`config.mk`:
```
export PLATFORM = sky130hd
export DESIGN_NAME = uart_rx_flat
export DESIGN_NICKNAME = d
export VERILOG_FILES = /design/src/rtl/uart_pkg.sv /design/src/rtl/uart_rx_if.sv /design/src/rtl/uart_rx_sync.sv /design/src/rtl/uart_rx.sv /design/src/flat_wrapper.sv
export SDC_FILE = /design/constraint.sdc
export NUM_CORES = 1
export LEC_CHECK = 0
export CORE_ASPECT_RATIO = 1.25
export CORE_MARGIN = 4
export CORE_UTILIZATION = 45
export DETAILED_ROUTE_END_ITERATION = 8
export PLACE_DENSITY = 0.71
export SLEW_MARGIN = 10
export SYNTH_ARGS = -nofsm -noshare
export SYNTH_HDL_FRONTEND = slang
export SYNTH_SLANG_ARGS = --single-unit
```
`constraint.sdc`:
```
create_clock -name i_clk -period 2.2 [get_ports i_clk]
set_clock_uncertainty 0.2 [all_clocks]
set_input_delay 0.66 -clock i_clk [delete_from_list [all_inputs] [get_ports i_clk]]
set_output_delay 0.66 -clock i_clk [all_outputs]
set_load 0.005 [all_outputs]
```
`src/rtl/uart_pkg.sv`:
```
// uart_pkg: shared UART state encoding and default frame/oversampling settings
package uart_pkg;
    typedef enum logic [2:0] {
        IDLE   = 3'd0,
        START  = 3'd1,
        DATA   = 3'd2,
        PARITY = 3'd3,
        STOP   = 3'd4
    } state_t;
    localparam int DEF_OVERSAMPLE = 16;
    localparam int DEF_NB_DATA    = 8;
    localparam int DEF_SB_TICK    = 16;
endpackage

```
`src/rtl/uart_rx_if.sv`:
```
// uart_rx_if: receiver-side bus; o_parity_err exists only with UART_RX_PARITY_EN
interface uart_rx_if #(parameter int NB_DATA = 8);
    logic               i_tick;
    logic               i_rx;
    logic [NB_DATA-1:0] o_data;
    logic               o_rx_done;
    logic               o_frame_err;
    logic               o_busy;
`ifdef UART_RX_PARITY_EN
    logic               o_parity_err;
    modport master (input i_tick, i_rx, output o_data, o_rx_done, o_frame_err, o_busy, o_parity_err);
    modport slave (output i_tick, i_rx, input o_data, o_rx_done, o_frame_err, o_busy, o_parity_err);
`else
    modport master (input i_tick, i_rx, output o_data, o_rx_done, o_frame_err, o_busy);
    modport slave (output i_tick, i_rx, input o_data, o_rx_done, o_frame_err, o_busy);
`endif
endinterface

```
`src/rtl/uart_rx_sync.sv`:
```
// uart_rx_sync: two-flop synchroniser for the asynchronous, idle-high serial line
module uart_rx_sync (
    input  logic i_clk,
    input  logic i_reset,
    input  logic i_d,
    output logic o_q
);
    logic [1:0] r_sync;
    // shift the line through two flops; reset to the idle level
    always_ff @(posedge i_clk)
        if (i_reset) r_sync <= 2'b11;
        else r_sync <= {r_sync[0], i_d};
    assign o_q = r_sync[1];
endmodule

```
`src/rtl/uart_rx.sv`:
```
// uart_rx: 16x-oversampled UART receiver; parity stage enabled by UART_RX_PARITY_EN
module uart_rx
    import uart_pkg::*;
#(
    parameter int NB_DATA    = DEF_NB_DATA,
    parameter int SB_TICK    = DEF_SB_TICK,
    parameter int OVERSAMPLE = DEF_OVERSAMPLE
`ifdef UART_RX_PARITY_EN
    ,
    parameter bit PARITY_ODD = 1'b0
`endif
) (
    input logic       i_clk,
    input logic       i_reset,
    uart_rx_if.master bus
);
    localparam int NB_TICK = $clog2(SB_TICK > OVERSAMPLE ? SB_TICK : OVERSAMPLE);
    localparam int NB_BIT  = $clog2(NB_DATA);
    localparam logic [NB_TICK-1:0] TICK_MID  = NB_TICK'(OVERSAMPLE / 2 - 1);
    localparam logic [NB_TICK-1:0] TICK_BIT  = NB_TICK'(OVERSAMPLE - 1);
    localparam logic [NB_TICK-1:0] TICK_STOP = NB_TICK'(SB_TICK - 1);
    localparam logic [NB_BIT-1:0]  BIT_LAST  = NB_BIT'(NB_DATA - 1);
`ifdef UART_RX_PARITY_EN
    localparam state_t AFTER_DATA = PARITY;
`else
    localparam state_t AFTER_DATA = STOP;
`endif

    state_t             r_state;
    logic [NB_TICK-1:0] r_tick;
    logic [NB_BIT-1:0]  r_bit;
    logic [NB_DATA-1:0] r_shift;
    logic [NB_DATA-1:0] r_data;
    logic               r_done;
    logic               r_ferr;
    logic               r_busy;
    logic               w_rx_s;
`ifdef UART_RX_PARITY_EN
    logic               r_par;
    logic               r_perr;
`endif

    uart_rx_sync u_sync (
        .i_clk  (i_clk),
        .i_reset(i_reset),
        .i_d    (bus.i_rx),
        .o_q    (w_rx_s)
    );

    // frame FSM: start detect, mid-bit sampling, stop check and registered strobes
    always_ff @(posedge i_clk) begin
        if (i_reset) begin
            r_state <= IDLE;
            r_tick  <= '0;
            r_bit   <= '0;
            r_shift <= '0;
            r_data  <= '0;
            r_done  <= 1'b0;
            r_ferr  <= 1'b0;
            r_busy  <= 1'b0;
`ifdef UART_RX_PARITY_EN
            r_par   <= 1'b0;
            r_perr  <= 1'b0;
`endif
        end else begin
            r_done <= 1'b0;
            r_ferr <= 1'b0;
`ifdef UART_RX_PARITY_EN
            r_perr <= 1'b0;
`endif
            case (r_state)
                IDLE:
                    if (!w_rx_s) begin
                        r_state <= START;
                        r_tick  <= '0;
                        r_busy  <= 1'b1;
                    end
                START:
                    if (bus.i_tick) begin
                        if (r_tick == TICK_MID) begin
                            r_state <= w_rx_s ? IDLE : DATA;
                            r_busy  <= !w_rx_s;
                            r_tick  <= '0;
                            r_bit   <= '0;
                        end else r_tick <= r_tick + 1'b1;
                    end
                DATA:
                    if (bus.i_tick) begin
                        if (r_tick == TICK_BIT) begin
                            r_shift <= {w_rx_s, r_shift[NB_DATA-1:1]};
                            r_tick  <= '0;
                            r_bit   <= r_bit + 1'b1;
                            r_state <= (r_bit == BIT_LAST) ? AFTER_DATA : DATA;
                        end else r_tick <= r_tick + 1'b1;
                    end
`ifdef UART_RX_PARITY_EN
                PARITY:
                    if (bus.i_tick) begin
                        if (r_tick == TICK_BIT) begin
                            r_par   <= w_rx_s;
                            r_tick  <= '0;
                            r_state <= STOP;
                        end else r_tick <= r_tick + 1'b1;
                    end
`endif
                STOP:
                    if (bus.i_tick) begin
                        if (r_tick == TICK_STOP) begin
                            r_state <= IDLE;
                            r_busy  <= 1'b0;
                            r_data  <= r_shift;
                            r_done  <= w_rx_s;
                            r_ferr  <= !w_rx_s;
`ifdef UART_RX_PARITY_EN
                            r_perr  <= (^{r_shift, r_par}) != PARITY_ODD;
`endif
                        end else r_tick <= r_tick + 1'b1;
                    end
                default: begin
                    r_state <= IDLE;
                    r_busy  <= 1'b0;
                end
            endcase
        end
    end

    assign bus.o_data      = r_data;
    assign bus.o_rx_done   = r_done;
    assign bus.o_frame_err = r_ferr;
    assign bus.o_busy      = r_busy;
`ifdef UART_RX_PARITY_EN
    assign bus.o_parity_err = r_perr;
`endif
endmodule

```
`src/flat_wrapper.sv`:
```
// flat-port wrapper written by rule: the top's interface ports become plain ports
module uart_rx_flat import uart_pkg::*;
#(
    parameter int NB_DATA    = DEF_NB_DATA,
    parameter int SB_TICK    = DEF_SB_TICK,
    parameter int OVERSAMPLE = DEF_OVERSAMPLE

)
  (i_clk, i_reset, bus_i_tick, bus_i_rx, bus_o_data, bus_o_rx_done, bus_o_frame_err, bus_o_busy);
  uart_rx_if #(.NB_DATA(NB_DATA)) bus_i ();
  input logic i_clk;
  input logic i_reset;
  input wire logic [$bits(bus_i.i_tick)-1:0] bus_i_tick;
  input wire logic [$bits(bus_i.i_rx)-1:0] bus_i_rx;
  output wire logic [$bits(bus_i.o_data)-1:0] bus_o_data;
  output wire logic [$bits(bus_i.o_rx_done)-1:0] bus_o_rx_done;
  output wire logic [$bits(bus_i.o_frame_err)-1:0] bus_o_frame_err;
  output wire logic [$bits(bus_i.o_busy)-1:0] bus_o_busy;
  assign bus_i.i_tick = bus_i_tick;
  assign bus_i.i_rx = bus_i_rx;
  assign bus_o_data = bus_i.o_data;
  assign bus_o_rx_done = bus_i.o_rx_done;
  assign bus_o_frame_err = bus_i.o_frame_err;
  assign bus_o_busy = bus_i.o_busy;
  uart_rx #(.NB_DATA(NB_DATA), .SB_TICK(SB_TICK), .OVERSAMPLE(OVERSAMPLE)) u_core (.i_clk(i_clk), .i_reset(i_reset), .bus(bus_i));
endmodule
```
==> results.sh, run 1 <==
export IMPL_syn_area_per_cell_um2=9.61
export IMPL_slew_headroom=0.604
export IMPL_synthXorXnorAreaFrac=0.00600
export IMPL_path_buf_inv=1
export IMPL_fin_util=0.573
export IMPL_synth_area_um2=1460
export IMPL_ctsHoldBuffers=0
export IMPL_path_max_fanout=2
export IMPL_area_sequential_um2=621
export IMPL_synthSimpleGateAreaFrac=0.216
export IMPL_fill_cells=275
export IMPL_finalHoldViolCount=0
export IMPL_via_count=1206
export IMPL_start_util=0.482
export IMPL_cp_slowest_cell="clkdlybuf4s50_1"
export IMPL_hold_depth=1
export IMPL_grt_antenna_before_repair=0
export IMPL_drtPass1Iterations=4
export IMPL_cts_made_buffers=5
export IMPL_clk_path_buf_depth=2
export IMPL_multiInputGateArea_um2=772
export IMPL_ys_warnings_count=0
export IMPL_synth_ff_type="dfxtp_1"
export IMPL_synth_async_sr_flop_share=0
export IMPL_syn_nets=159
export IMPL_synth_edff_count=0
export IMPL_htreeDepth=2
export IMPL_die_width_um=59.0
export IMPL_crit_family="buffers and inverters"
export IMPL_rsz0062_at_grt="no"
export IMPL_hold_class="register to register"
export IMPL_setup_viol=0
export IMPL_postRouteAntennaNets=0
export IMPL_period_share=0.937
export IMPL_drc_errors=0
export IMPL_startpoint_type="register"
export IMPL_die_height_um=71.7
export IMPL_cts_tree="yes"
export IMPL_cp_depth=1
export IMPL_design_portCount=15
export IMPL_maxCapViolations=0
export IMPL_via_per_inst=5.83
export IMPL_final_common_cell="dfxtp_1"
export IMPL_drt_iter0_drc=66
export IMPL_critPathArrivalTime_ns=1.20
export IMPL_cts_sinks=31
export IMPL_ctsResizeCount=0
export IMPL_path_cells="clkdlybuf4s50_1"
export IMPL_clkTransAtPathRegs_ns=0.11
export IMPL_synthCells=152
export IMPL_slowest_delay_ns=0.51
export IMPL_io_buffers=14
export IMPL_p_leak_nw=0.598
export IMPL_post_drt_wl_per_cell_um=14.7
export IMPL_timing_hold_ws_ns=0.216
export IMPL_cts_setup_buffers=0
export IMPL_clkLatencyLatePin_ns=0.34
export IMPL_rows=22
export IMPL_ys_seq_elements=31
export IMPL_ys_seq_area_frac=0.425
export IMPL_diodes=0
export IMPL_synth_mux_area_frac=0.131
export IMPL_setup_worst_path_end_class="primary output"
export IMPL_grt_usage=0.159
export IMPL_fin_nets=177
export IMPL_min_period_ns=2.06
export IMPL_die_area_um2=4230
export IMPL_dp_hpwl_um=2190
export IMPL_timing_fmax_ghz=0.485
export IMPL_final_layout_size_suffix_gt1_frac=0.135
export IMPL_core_area_um2=3030
export IMPL_yosys_cell_types_count=44
export IMPL_status="finished, final reports clean"
export IMPL_synth_adder_area_share=0.0257
export IMPL_grt_pass1_vias=1154
export IMPL_finalPower_mw=1.03
export IMPL_gp_congestion=0.863
export IMPL_reg2regPathDepth=5
export IMPL_synthToLayoutAreaGrowth_pct=18.9
export IMPL_cts_root_buf="clkbuf_4"
export IMPL_tightest_slew_ns=0.594
export IMPL_ir_worst_vdd_mv=0.474
export IMPL_synth_compound_area_frac=0.150
export IMPL_gr_total_overflow=0
export IMPL_powerDensity_nw_per_um2=596
export IMPL_grt_pass1_wl_um=5210
export IMPL_slew_viol_final=0
export IMPL_critPathKind="register to primary output"
export IMPL_grt_max_degree=17
export IMPL_drt_total_wl_um=3040
export IMPL_required_ns=1.34
export IMPL_synth_top_family_by_area="simple AND/OR/NAND/NOR gates"
export IMPL_final_cell_mix="dfxtp_1, nor2_1, mux2i_1"
-- routing by layer --
layer | track usage | vias up | share of wire
met3 | 0.0505 | 5 | 0.058
met4 | 0.0705 | 0 | 0.016
li1 | - | 597 | -
met2 | 0.241 | 40 | 0.49
met5 | 0 | - | 0
met1 | 0.206 | 564 | 0.43
-- synth_stat cells (3+ instances only) --
cell type	count	area, um^2
a21oi_1	4	20.0
and3_1	4	25.0
buf_2	3	15.0
clkbuf_1	4	15.0
dfxtp_1	31	621
ha_1	3	37.5
mux2i_1	18	180
nand2_1	7	26.3
nand2b_1	3	18.8
nand3_1	4	20.0
nand4_1	5	31.3
nor2_1	21	78.8
o21ai_0	3	15.0
o21ai_1	3	15.0
o22ai_1	4	25.0
-- power breakdown --
group	switching [mW]	internal, mW	total, mW
logic	0.0339	0.0351	0.0690
clock network	0.204	0.187	0.390
registers	0.00878	0.566	0.575
total	0.246	0.788	1.03
-- kinds of logic after synthesis --
group                    count (synthesis)
AND/OR/NAND/NOR                         57
flip-flops                              31
AO/OA/AOI/OAI                           29
multiplexers                            19
buffers and inverters                   12
adder cells (fa/ha/maj)                  3
XOR/XNOR                                 1
-- area by class of cell --
class / instances / share of cell area
tap: 36 / 0.0260
timing repair buffer: 21 / 0.125
clock buffer: 7 / 0.0375
inverter: 2 / 0.00433
sequential: 31 / 0.358
multi-input combinational: 109 / 0.445
clock inverter: 1 / 0.00433
-- path summary, 6_finish.rpt --
path	endpoint	slack, ns	startpoint
setup reg to reg	u_core.bus.o_data[4]	0.23	u_core.r_state[2]
hold / removal	u_core.u_sync.r_sync[1]	0.22	u_core.u_sync.r_sync[0]
setup / recovery	bus_o_busy	0.14	u_core.bus.o_busy
hold reg to reg	u_core.u_sync.r_sync[1]	0.22	u_core.u_sync.r_sync[0]
-- per-stage QoR --
stage / TNS [ns] / std cells / cell area (um^2) / worst slack (ns)
finish: 0 / 207 / 1740 / 0.139
global route: 0 / 207 / 1740 / 0.0858
CTS: 0 / 207 / 1740 / 0.136
detailed placement: -0.566 / 199 / 1660 / -0.144
global placement: -0.237 / 199 / 1660 / -0.0731
floorplan: 0 / 152 / 1460 / 0.579
-- registers in the layout, indices dropped and copies added, names as in the netlist --
signal,cells
u_core.bus.o_busy,1
u_core.bus.o_data,8
u_core.bus.o_frame_err,1
u_core.bus.o_rx_done,1
u_core.r_bit,3
u_core.r_shift,8
u_core.r_state,3
u_core.r_tick,4
u_core.u_sync.r_sync,2
(Power assumes the default switching activity.)
==> inputs of run 2 (changes only) <==
MAX_ROUTING_LAYER = met4   (was not set)
==> results.sh, run 2 (synthesized netlist as in run 1, its figures left out) <==
export IMPL_status="finished, final reports clean"
export IMPL_postRouteAntennaNets=0
export IMPL_die_area_um2=4230
export IMPL_path_max_fanout=2
export IMPL_path_buf_inv=1
export IMPL_post_drt_wl_per_cell_um=14.6
export IMPL_cts_setup_buffers=0
export IMPL_final_area_um2=1740
export IMPL_final_layout_size_suffix_gt1_frac=0.135
export IMPL_cp_depth=1
export IMPL_dp_hpwl_um=2190
export IMPL_synthToLayoutAreaGrowth_pct=18.9
export IMPL_setup_viol=0
export IMPL_grt_pass1_wl_um=5220
export IMPL_period_share=0.938
export IMPL_ctsResizeCount=0
export IMPL_use_met1=0.207
export IMPL_hold_class="register to register"
export IMPL_core_area_um2=3030
export IMPL_finalHoldViolCount=0
export IMPL_slowest_delay_ns=0.51
export IMPL_grtUsageMet2=0.242
export IMPL_place_area_um2=1660
export IMPL_via_per_inst=5.87
export IMPL_gr_total_overflow=0
export IMPL_min_period_ns=2.06
export IMPL_clk_path_buf_depth=2
export IMPL_fin_nets=177
export IMPL_clkLatencyLatePin_ns=0.34
export IMPL_cts_sinks=31
export IMPL_required_ns=1.34
export IMPL_crit_family="buffers and inverters"
export IMPL_final_cell_mix="dfxtp_1, nor2_1, mux2i_1"
export IMPL_place_inst=199
export IMPL_cts_tree="yes"
export IMPL_cp_slowest_cell="clkdlybuf4s50_1"
export IMPL_ctsHoldBuffers=0
export IMPL_grt_usage=0.164
export IMPL_cts_root_buf="clkbuf_4"
export IMPL_path_cells="clkdlybuf4s50_1"
export IMPL_die_height_um=71.7
export IMPL_diodes=0
export IMPL_critPathArrivalTime_ns=1.20
export IMPL_setup_worst_path_end_class="primary output"
export IMPL_io_buffers=14
export IMPL_p_leak_nw=0.598
export IMPL_ir_worst_vdd_mv=0.484
export IMPL_design_portCount=15
export IMPL_powerDensity_nw_per_um2=598
export IMPL_slew_viol_final=0
export IMPL_rows=22
export IMPL_grt_max_degree=17
export IMPL_reg2regPathDepth=5
export IMPL_slew_headroom=0.605
export IMPL_drt_total_wl_um=3030
export IMPL_rsz0062_at_grt="no"
export IMPL_drc_errors=0
export IMPL_grt_pass1_vias=1152
export IMPL_grtUsageMet3=0.0486
export IMPL_final_common_cell="dfxtp_1"
export IMPL_gp_congestion=0.877
export IMPL_cts_made_buffers=5
export IMPL_drtPass1Iterations=4
export IMPL_via_count=1216
export IMPL_htreeDepth=2
export IMPL_die_width_um=59.0
export IMPL_critPathKind="register to primary output"
export IMPL_grt_antenna_before_repair=0
export IMPL_top_usage_layer="met2"
export IMPL_timing_fmax_ghz=0.485
export IMPL_drt_iter0_drc=51
export IMPL_startpoint_type="register"
export IMPL_final_cells=207
export IMPL_hold_depth=1
export IMPL_clkTransAtPathRegs_ns=0.11
export IMPL_start_util=0.482
export IMPL_maxCapViolations=0
export IMPL_tightest_slew_ns=0.592
-- run 2: cell counts in the layout (fill, tap and decap cells not counted) --
Identical to the previous run, type by type.
-- run 2: worst paths after layout --
check	startpoint	endpoint	slack [ns]
setup / recovery	u_core.bus.o_busy	bus_o_busy	0.14
hold / removal	u_core.u_sync.r_sync[0]	u_core.u_sync.r_sync[1]	0.22
hold reg to reg	u_core.u_sync.r_sync[0]	u_core.u_sync.r_sync[1]	0.22
setup reg to reg	u_core.r_state[2]	u_core.bus.o_data[4]	0.23
-- run 2: area by class of cell --
type                       instances  area, um^2
sequential                        31         621
inverter                           2        7.51
fill                             275        1290
clock inverter                     1        7.51
tap                               36        45.0
multi-input combinational        109         772
clock buffer                       7        65.1
timing repair buffer              21         218
-- run 2: worst reg2reg max path, stage by stage (launching register included) --
cell and delay [ns]:
dfxtp_1 0.64, nor3b_2 0.38, and3_1 0.25, buf_12 0.15, mux2i_1 0.20, nor2_1 0.05
-- run 2: where the power goes --
group,switching (mW),internal [mW],leakage (nW)
Combinational,0.0338,0.0351,0.310
Sequential,0.00875,0.566,0.250
Clock,0.207,0.187,0.0375
Total,0.249,0.788,0.598
-- run 2: per-layer routing --
layer / wire (um) / vias up
met3: 215 / 6
met1: 1300 / 564
li1: - / 596
met4: 51 / 0
met5: 0 / -
met2: 1470 / 50
-- run 2: metrics by stage --
| stage | power, mW | TNS, ns | util | hold WS (ns) | setup slack, ns |
|---|---|---|---|---|---|
| final | 1.04 | 0 | 0.573 | 0.217 | 0.136 |
| after global placement | 0.654 | -0.237 | 0.549 | 0.197 | -0.0731 |
| after detailed placement | 0.656 | -0.566 | 0.549 | 0.195 | -0.144 |
| after global routing | 1.09 | 0 | 0.573 | 0.238 | 0.0858 |
| after CTS | 1.04 | 0 | 0.573 | 0.218 | 0.136 |
| after floorplan | 0.632 | 0 | - | 0.189 | 0.579 |
